`src/rtl/pixel_pkg.sv`:
```
`default_nettype none
// ============================================================================
// Module      : pixel_pkg
// Description : Shared pixel definitions for the HDMI video path: pixel
//               width, RGB pixel struct and the legacy pipe delay.
// Revision    : 1.0 - initial release
// ============================================================================
package pixel_pkg;

    // 8b R, 8b G, 8b B
    localparam int PIXEL_W = 24;

    // Delay loaded at reset; matches the timing of the old fixed 4-stage pipe
    localparam int DEFAULT_DELAY = 4;

    typedef struct packed {
        logic [7:0] r;
        logic [7:0] g;
        logic [7:0] b;
    } pixel_t;

endpackage
`default_nettype wire

```
`src/rtl/delay_stage.sv`:
```
`default_nettype none
// ============================================================================
// Module      : delay_stage
// Description : One {valid, data} register of the pixel delay line. Data and
//               valid advance only when enabled; the valid bit can be cleared
//               independently of the enable so a delay change can flush the
//               pipe even while the video path is stalled.
// Ports       : clk, reset      - clock, synchronous active-high reset
//               i_enable        - advance this stage
//               i_clear         - force valid to 0 (wins over i_enable)
//               i_valid/i_data  - value from the previous stage
//               o_valid/o_data  - registered stage contents
// Revision    : 1.0 - initial release
// ============================================================================
module delay_stage #(
    parameter int DATA_W = 24
) (
    input  logic              clk,
    input  logic              reset,
    input  logic              i_enable,
    input  logic              i_clear,
    input  logic              i_valid,
    input  logic [DATA_W-1:0] i_data,
    output logic              o_valid,
    output logic [DATA_W-1:0] o_data
);

    logic              r_valid;
    logic [DATA_W-1:0] r_data;

    always_ff @(posedge clk) begin
        if (reset) begin
            r_valid <= 1'b0;
            r_data  <= '0;
        end else begin
            // Data is not touched by a clear: flushed entries are don't-care
            // and leaving them alone keeps the data path free of clear logic.
            if (i_enable) begin
                r_data <= i_data;
            end
            if (i_clear) begin
                r_valid <= 1'b0;
            end else if (i_enable) begin
                r_valid <= i_valid;
            end
        end
    end

    assign o_valid = r_valid;
    assign o_data  = r_data;

endmodule
`default_nettype wire

```
`src/rtl/pixel_delay_line.sv`:
```
`default_nettype none
// ============================================================================
// Module      : pixel_delay_line
// Description : Stallable pixel delay line. Delays a pixel stream and its
//               valid tag by a run-time selectable 0..MAX_DEPTH enabled
//               cycles. A delay load flushes all in-flight valids so no stale
//               pixels leak across a delay change.
// Ports       : clk, reset       - clock, synchronous active-high reset
//               io_data_in       - pixel in
//               io_valid_in      - pixel in is valid
//               io_enable        - advance pipe (0 = stall, all state holds)
//               io_delay_load    - pulse: latch io_delay_sel, flush valids
//               io_delay_sel     - requested delay in enabled cycles
//               io_data_out      - delayed pixel
//               io_valid_out     - delayed pixel is valid
//               io_delay_cur     - delay currently in force
//               io_sel_err       - last load requested more than MAX_DEPTH
// Revision    : 1.0 - initial release
// ============================================================================
module pixel_delay_line #(
    parameter int DATA_W        = pixel_pkg::PIXEL_W,
    parameter int MAX_DEPTH     = 16,
    parameter int DEFAULT_DELAY = pixel_pkg::DEFAULT_DELAY,
    parameter int SEL_W         = $clog2(MAX_DEPTH + 1)
) (
    input  logic              clk,
    input  logic              reset,
    input  logic [DATA_W-1:0] io_data_in,
    input  logic              io_valid_in,
    input  logic              io_enable,
    input  logic              io_delay_load,
    input  logic [SEL_W-1:0]  io_delay_sel,
    output logic [DATA_W-1:0] io_data_out,
    output logic              io_valid_out,
    output logic [SEL_W-1:0]  io_delay_cur,
    output logic              io_sel_err
);

    import pixel_pkg::*;

    localparam logic [SEL_W-1:0] c_MAX_SEL   = SEL_W'(MAX_DEPTH);
    localparam logic [SEL_W-1:0] c_RST_DELAY = SEL_W'(DEFAULT_DELAY);

    // ------------------------------------------------------------------------
    // Delay register and sticky range error
    // ------------------------------------------------------------------------
    logic [SEL_W-1:0] r_delay;
    logic             r_sel_err;

    // A load takes effect regardless of io_enable so retuning works during
    // blanking stalls.
    always_ff @(posedge clk) begin
        if (reset) begin
            r_delay   <= c_RST_DELAY;
            r_sel_err <= 1'b0;
        end else if (io_delay_load) begin
            if (io_delay_sel > c_MAX_SEL) begin
                r_delay   <= c_MAX_SEL;
                r_sel_err <= 1'b1;
            end else begin
                r_delay   <= io_delay_sel;
                r_sel_err <= 1'b0;
            end
        end
    end

    // ------------------------------------------------------------------------
    // Stage chain: index 0 is the pipe input, index i+1 is stage i's output
    // ------------------------------------------------------------------------
    logic              w_chain_valid [0:MAX_DEPTH];
    logic [DATA_W-1:0] w_chain_data  [0:MAX_DEPTH];
    logic              w_clear       [0:MAX_DEPTH-1];

    assign w_chain_valid[0] = io_valid_in;
    assign w_chain_data[0]  = io_data_in;

    generate
        for (genvar gi = 0; gi < MAX_DEPTH; gi++) begin : g_stage
            if (gi == 0) begin : g_first
                // On a load with enable the first stage takes the current
                // input as the first pixel of the new stream, so it is only
                // cleared when the pipe is stalled.
                assign w_clear[gi] = io_delay_load & ~io_enable;
            end else begin : g_rest
                assign w_clear[gi] = io_delay_load;
            end

            delay_stage #(
                .DATA_W (DATA_W)
            ) u_stage (
                .clk      (clk),
                .reset    (reset),
                .i_enable (io_enable),
                .i_clear  (w_clear[gi]),
                .i_valid  (w_chain_valid[gi]),
                .i_data   (w_chain_data[gi]),
                .o_valid  (w_chain_valid[gi+1]),
                .o_data   (w_chain_data[gi+1])
            );
        end
    endgenerate

    // ------------------------------------------------------------------------
    // Output tap: delay D >= 1 selects chain[D] (= stage D-1); D = 0 bypasses
    // ------------------------------------------------------------------------
    logic              w_tap_valid;
    logic [DATA_W-1:0] w_tap_data;

    always_comb begin
        w_tap_valid = 1'b0;
        w_tap_data  = '0;
        for (int i = 1; i <= MAX_DEPTH; i++) begin
            if (r_delay == SEL_W'(i)) begin
                w_tap_valid = w_chain_valid[i];
                w_tap_data  = w_chain_data[i];
            end
        end
    end

    assign io_valid_out = (r_delay == '0) ? io_valid_in : w_tap_valid;
    assign io_data_out  = (r_delay == '0) ? io_data_in  : w_tap_data;
    assign io_delay_cur = r_delay;
    assign io_sel_err   = r_sel_err;

endmodule
`default_nettype wire

```
`config.mk`:
```
export PLATFORM = sky130hd
export DESIGN_NAME = pixel_delay_line
export DESIGN_NICKNAME = d
export VERILOG_FILES = /design/src/rtl/pixel_pkg.sv /design/src/rtl/delay_stage.sv /design/src/rtl/pixel_delay_line.sv
export SDC_FILE = /design/constraint.sdc
export NUM_CORES = 1
export LEC_CHECK = 0
export CAP_MARGIN = 20
export CORE_AREA = 2 2 219 221
export DETAILED_ROUTE_END_ITERATION = 8
export DIE_AREA = 0 0 221 223
export PLACE_DENSITY = 0.61
export SETUP_SLACK_MARGIN = 0.5
export SLEW_MARGIN = 20
export SYNTH_ARGS = -nofsm -noshare
export SYNTH_HDL_FRONTEND = slang
export SYNTH_SLANG_ARGS = --single-unit
```
`constraint.sdc`:
```
create_clock -name clk -period 3.1 [get_ports clk]
set_input_delay 0.31 -clock clk [delete_from_list [all_inputs] [get_ports clk]]
set_output_delay 0.31 -clock clk [all_outputs]
set_load 0.1 [all_outputs]
```
==> results by group <==
Pwr
  • P_sw: 0.00336 W
  • Clk network pwr share: 0.416
  • Power Density: 523 nW/um^2
  • Maximum vdd drop: 448 uV
  • Leakage: 9.78 nW
  • Combinational share of power: 0.153
  • Net Sw Frac: 0.273
  • Cell internal pwr: 0.00895 W
  • Power share of the sequential group: 0.432
  • Total power draw: 0.0123 W

Timing
  • Fin Hold WS: 200 ps
  • Max Slew Vio Count: 0
  • Final setup violation count: 8
  • Slew HR: 0.360
  • RSZ-0062 raised after global routing: yes
  • Max Clk Rate: 316 MHz
  • Final worst setup slack: -69.4 ps
  • Final min period: 3170 ps
  • Setup TNS: -314 ps
  • Worst Skew: 27.9 ps
  • Worst Tran Pin Value: 957 ps
  • Final hold vios: 0
  • Final Cycle Share: 1.02

Critical path
  • Setup CP Type: flip-flop to output pin
  • Critical path startpoint category: flip-flop
  • FF-to-FF Start: io_delay_cur[2]
  • Worst-case reg-to-reg path depth: 6
  • Worst EP required: 2790 ps
  • RR Endpoint: io_delay_cur[2]
  • CP Max Fanout: 8
  • Worst EP arrival: 2860 ps
  • R2R setup slack: 1650 ps
  • CP endpoint kind: output pin

Yosys
  • Mapped cell area: 18600 sq um
  • Area share of and/or/nand/nor cells after synthesis: 0.158
  • Main synth FF type: dfxtp_1
  • Synth area leader: dfxtp_1
  • Synth top area share: 0.438
  • Seq/Total Area, Yosys: 0.438
  • Number of enable flip-flop cells after synthesis: 0
  • Net Count, Synth: 2047
  • Cells after Synth: 2013
  • Post-synthesis cell type count: 80
  • Top post-synthesis cells by area: dfxtp_1, mux2i_1, nor2_1
  • Largest family of logic cells by synthesized area: multiplexers
  • Ys async rst share: 0
  • Post-Synth XOR/XNOR Area: 0
  • Syn avg cell area: 9.22 sq um
  • Yosys warning total: 0
  • Synthesized flop and latch total: 406
  • Mux share of post-synthesis cell area: 0.224
  • Synth Area in Compound Gates: 0.136
  • Synth Area in Adders: 0

Floorplanning
  • Die X: 221 um
  • Starting density of the core: 0.394
  • Core Box Area: 47100 sq um
  • Die height: 223 um
  • Die area: 49300 sq um
  • FP Rows: 80
  • I/O pins: 65

Placed design
  • Final GP Congestion: 0.929
  • Post-DP HPWL: 42700 um
  • I/O Buffers: 64

Detailed routing
  • Antenna Nets Post-Route: 0
  • Vias per std cell: 5.80
  • Drt total wl: 65000 um
  • Router iterations before antenna repair: 6
  • WL/cell: 23.4 um
  • DR DRC count: 0
  • Iter 0 DRT Violations: 1723
  • Via count: 16100

Final layout
  • Layout cells sized above 1: 0.203
  • Nets: 2171
  • N_diodes: 0
  • Area growth from synthesis to layout: 26.9%
  • Final core occ: 0.500

Clock tree
  • Clk root buf: clkbuf_16
  • Worst-path clk slew: 60 ps
  • CTS HTree Levels: 2
  • TritonCTS clock tree: built
  • CTS sink cnt: 406
  • Post-CTS Hold Fix Bufs: 0
  • Cts bufs inserted: 44
  • Worst-Skew Late Latency: 580 ps
  • Max clock buf depth: 3

Global route
  • Vias in the first global route: 15300
  • Pin count of the biggest net entering global routing: 103
  • First-pass GRT wire length: 96300 um
  • Total gr overflow: 0
  • Antenna violations before repair: 1
  • Gr usage total: 0.253

Run status
  • Status: finished, violations left
  • Failing checks: setup timing

Hold path
  • Worst hold stages: 3
  • Hold_sp: io_enable
  • Hold EP: g_stage[10].u_stage.o_data[22]
  • Worst hold path type: input pin to flip-flop

Job
  • Max-Cap Viols: 0
[flip-flops by register name, summed over array words and instances (netlist names)]
| register | cells |
|---|---|
| g_stage.u_stage.o_data | 384 |
| g_stage.u_stage.o_valid | 16 |
| io_delay_cur | 5 |
| io_sel_err | 1 |
[power groups by stage]
stage,registers [W],logic [W],clock network [W]
after global routing,0.00531,0.00194,0.00540
after floorplan,0.00543,0.00107,0
after global placement,0.00545,0.00159,0
final,0.00531,0.00188,0.00511
after detailed placement,0.00545,0.00159,0
after CTS,0.00531,0.00178,0.00521
[per-layer routing]
metal | GRT usage | up-vias | routed length, um
met1 | 0.343 | 7844 | 28400
li1 | - | 7431 | -
met5 | 0 | - | 0
met3 | 0.0396 | 195 | 4490
met4 | 0.124 | 0 | 3530
met2 | 0.391 | 638 | 28700
[stage by stage]
| step | setup WS [ps] | instance area [sq um] | std cells |
|---|---|---|---|
| floorplan | 280 | 18900 | 2013 |
| global placement | 200 | 20500 | 2614 |
| detailed placement | 186 | 20500 | 2614 |
| CTS | -76.0 | 23100 | 2757 |
| global route | -107 | 23600 | 2779 |
| finish | -69.4 | 23600 | 2779 |
[worst max-delay path, cell delays in order (launching register included)]
cell,delay [ps]
dfxtp_4,390
buf_6,150
buf_6,110
or4_4,570
buf_6,170
buf_6,120
a21oi_4,140
nor3_2,70
a211oi_2,220
o21ai_4,140
buf_12,200
[final cells by class]
class	count	area, sq um
fill	4325	23600
multi-input combinational	1428	10400
sequential	406	8150
timing repair buffer	247	2860
clock buffer	66	1300
tap	615	769
clock inverter	7	78.8
inverter	10	37.5
[repair_timing]
item | 4_1_cts | 5_1_grt
endpoints found under the setup margin | 25 | 25
gates cloned | 1 | 2
gates resized for setup | 122 | 55
setup buffers | 69 | 20
pin swaps | 49 | 29
[worst max-delay path by stage]
stage	slack [ps]	cells past startpoint	endpoint	start
6_report	-70	10	io_data_out[0]	io_delay_cur[3]
2_1_floorplan	280	7	io_data_out[9]	io_delay_cur[0]
5_1_grt	-110	8	io_data_out[20]	io_delay_cur[4]
3_3_place_gp	200	7	io_data_out[20]	io_delay_cur[4]
3_5_place_dp	190	7	io_data_out[20]	io_delay_cur[4]
4_1_cts	-80	10	io_data_out[0]	io_delay_cur[1]
[Yosys cell counts (13+ instances only)]
cell	n
dfxtp_1	406
buf_1	42
mux2i_1	403
clkbuf_1	81
o211ai_1	14
o21ai_0	68
o221ai_1	13
a21oi_1	71
nand3_1	34
a22o_1	13
buf_2	26
nor2_1	452
o22ai_1	53
nand2_1	46
a22oi_1	20
a2bb2oi_1	15
[cell usage in the layout, fill, tap and decap left out, drive strengths merged, types with 6 or more instances in the layout]
cell type / synthesis / layout
nand4bb: 6 / 6
a32o: 7 / 7
a211oi: 10 / 10
nor3b: 8 / 8
nand2: 46 / 46
o21a: 12 / 12
nand3b: 7 / 7
nor3: 9 / 9
or2: 14 / 14
clkinv: 1 / 6
a222oi: 6 / 6
o221ai: 13 / 13
mux2: 11 / 11
a22o: 13 / 13
or3: 11 / 11
nand3: 34 / 34
a31oi: 9 / 9
nor2: 455 / 455
o22a: 7 / 7
a22oi: 20 / 20
nor4: 7 / 7
buf: 88 / 212
clkbuf: 81 / 68
dfxtp: 406 / 406
a2bb2oi: 15 / 15
nand2b: 7 / 7
a21oi: 71 / 71
o22ai: 53 / 53
a32oi: 12 / 12
mux2i: 403 / 403
inv: 9 / 10
o21ai: 71 / 71
o211ai: 14 / 14
clkdlybuf4s50: 0 / 32
[cell families (layout without fill, tap and decap cells)]
family | Yosys count | count (layout)
and+or+nand+nor | 643 | 643
muxes | 414 | 414
DFF | 406 | 406
AOI/OAI and AO/OA | 371 | 371
buffers and inverters | 179 | 330
Power figures use the tool's default switching activity.
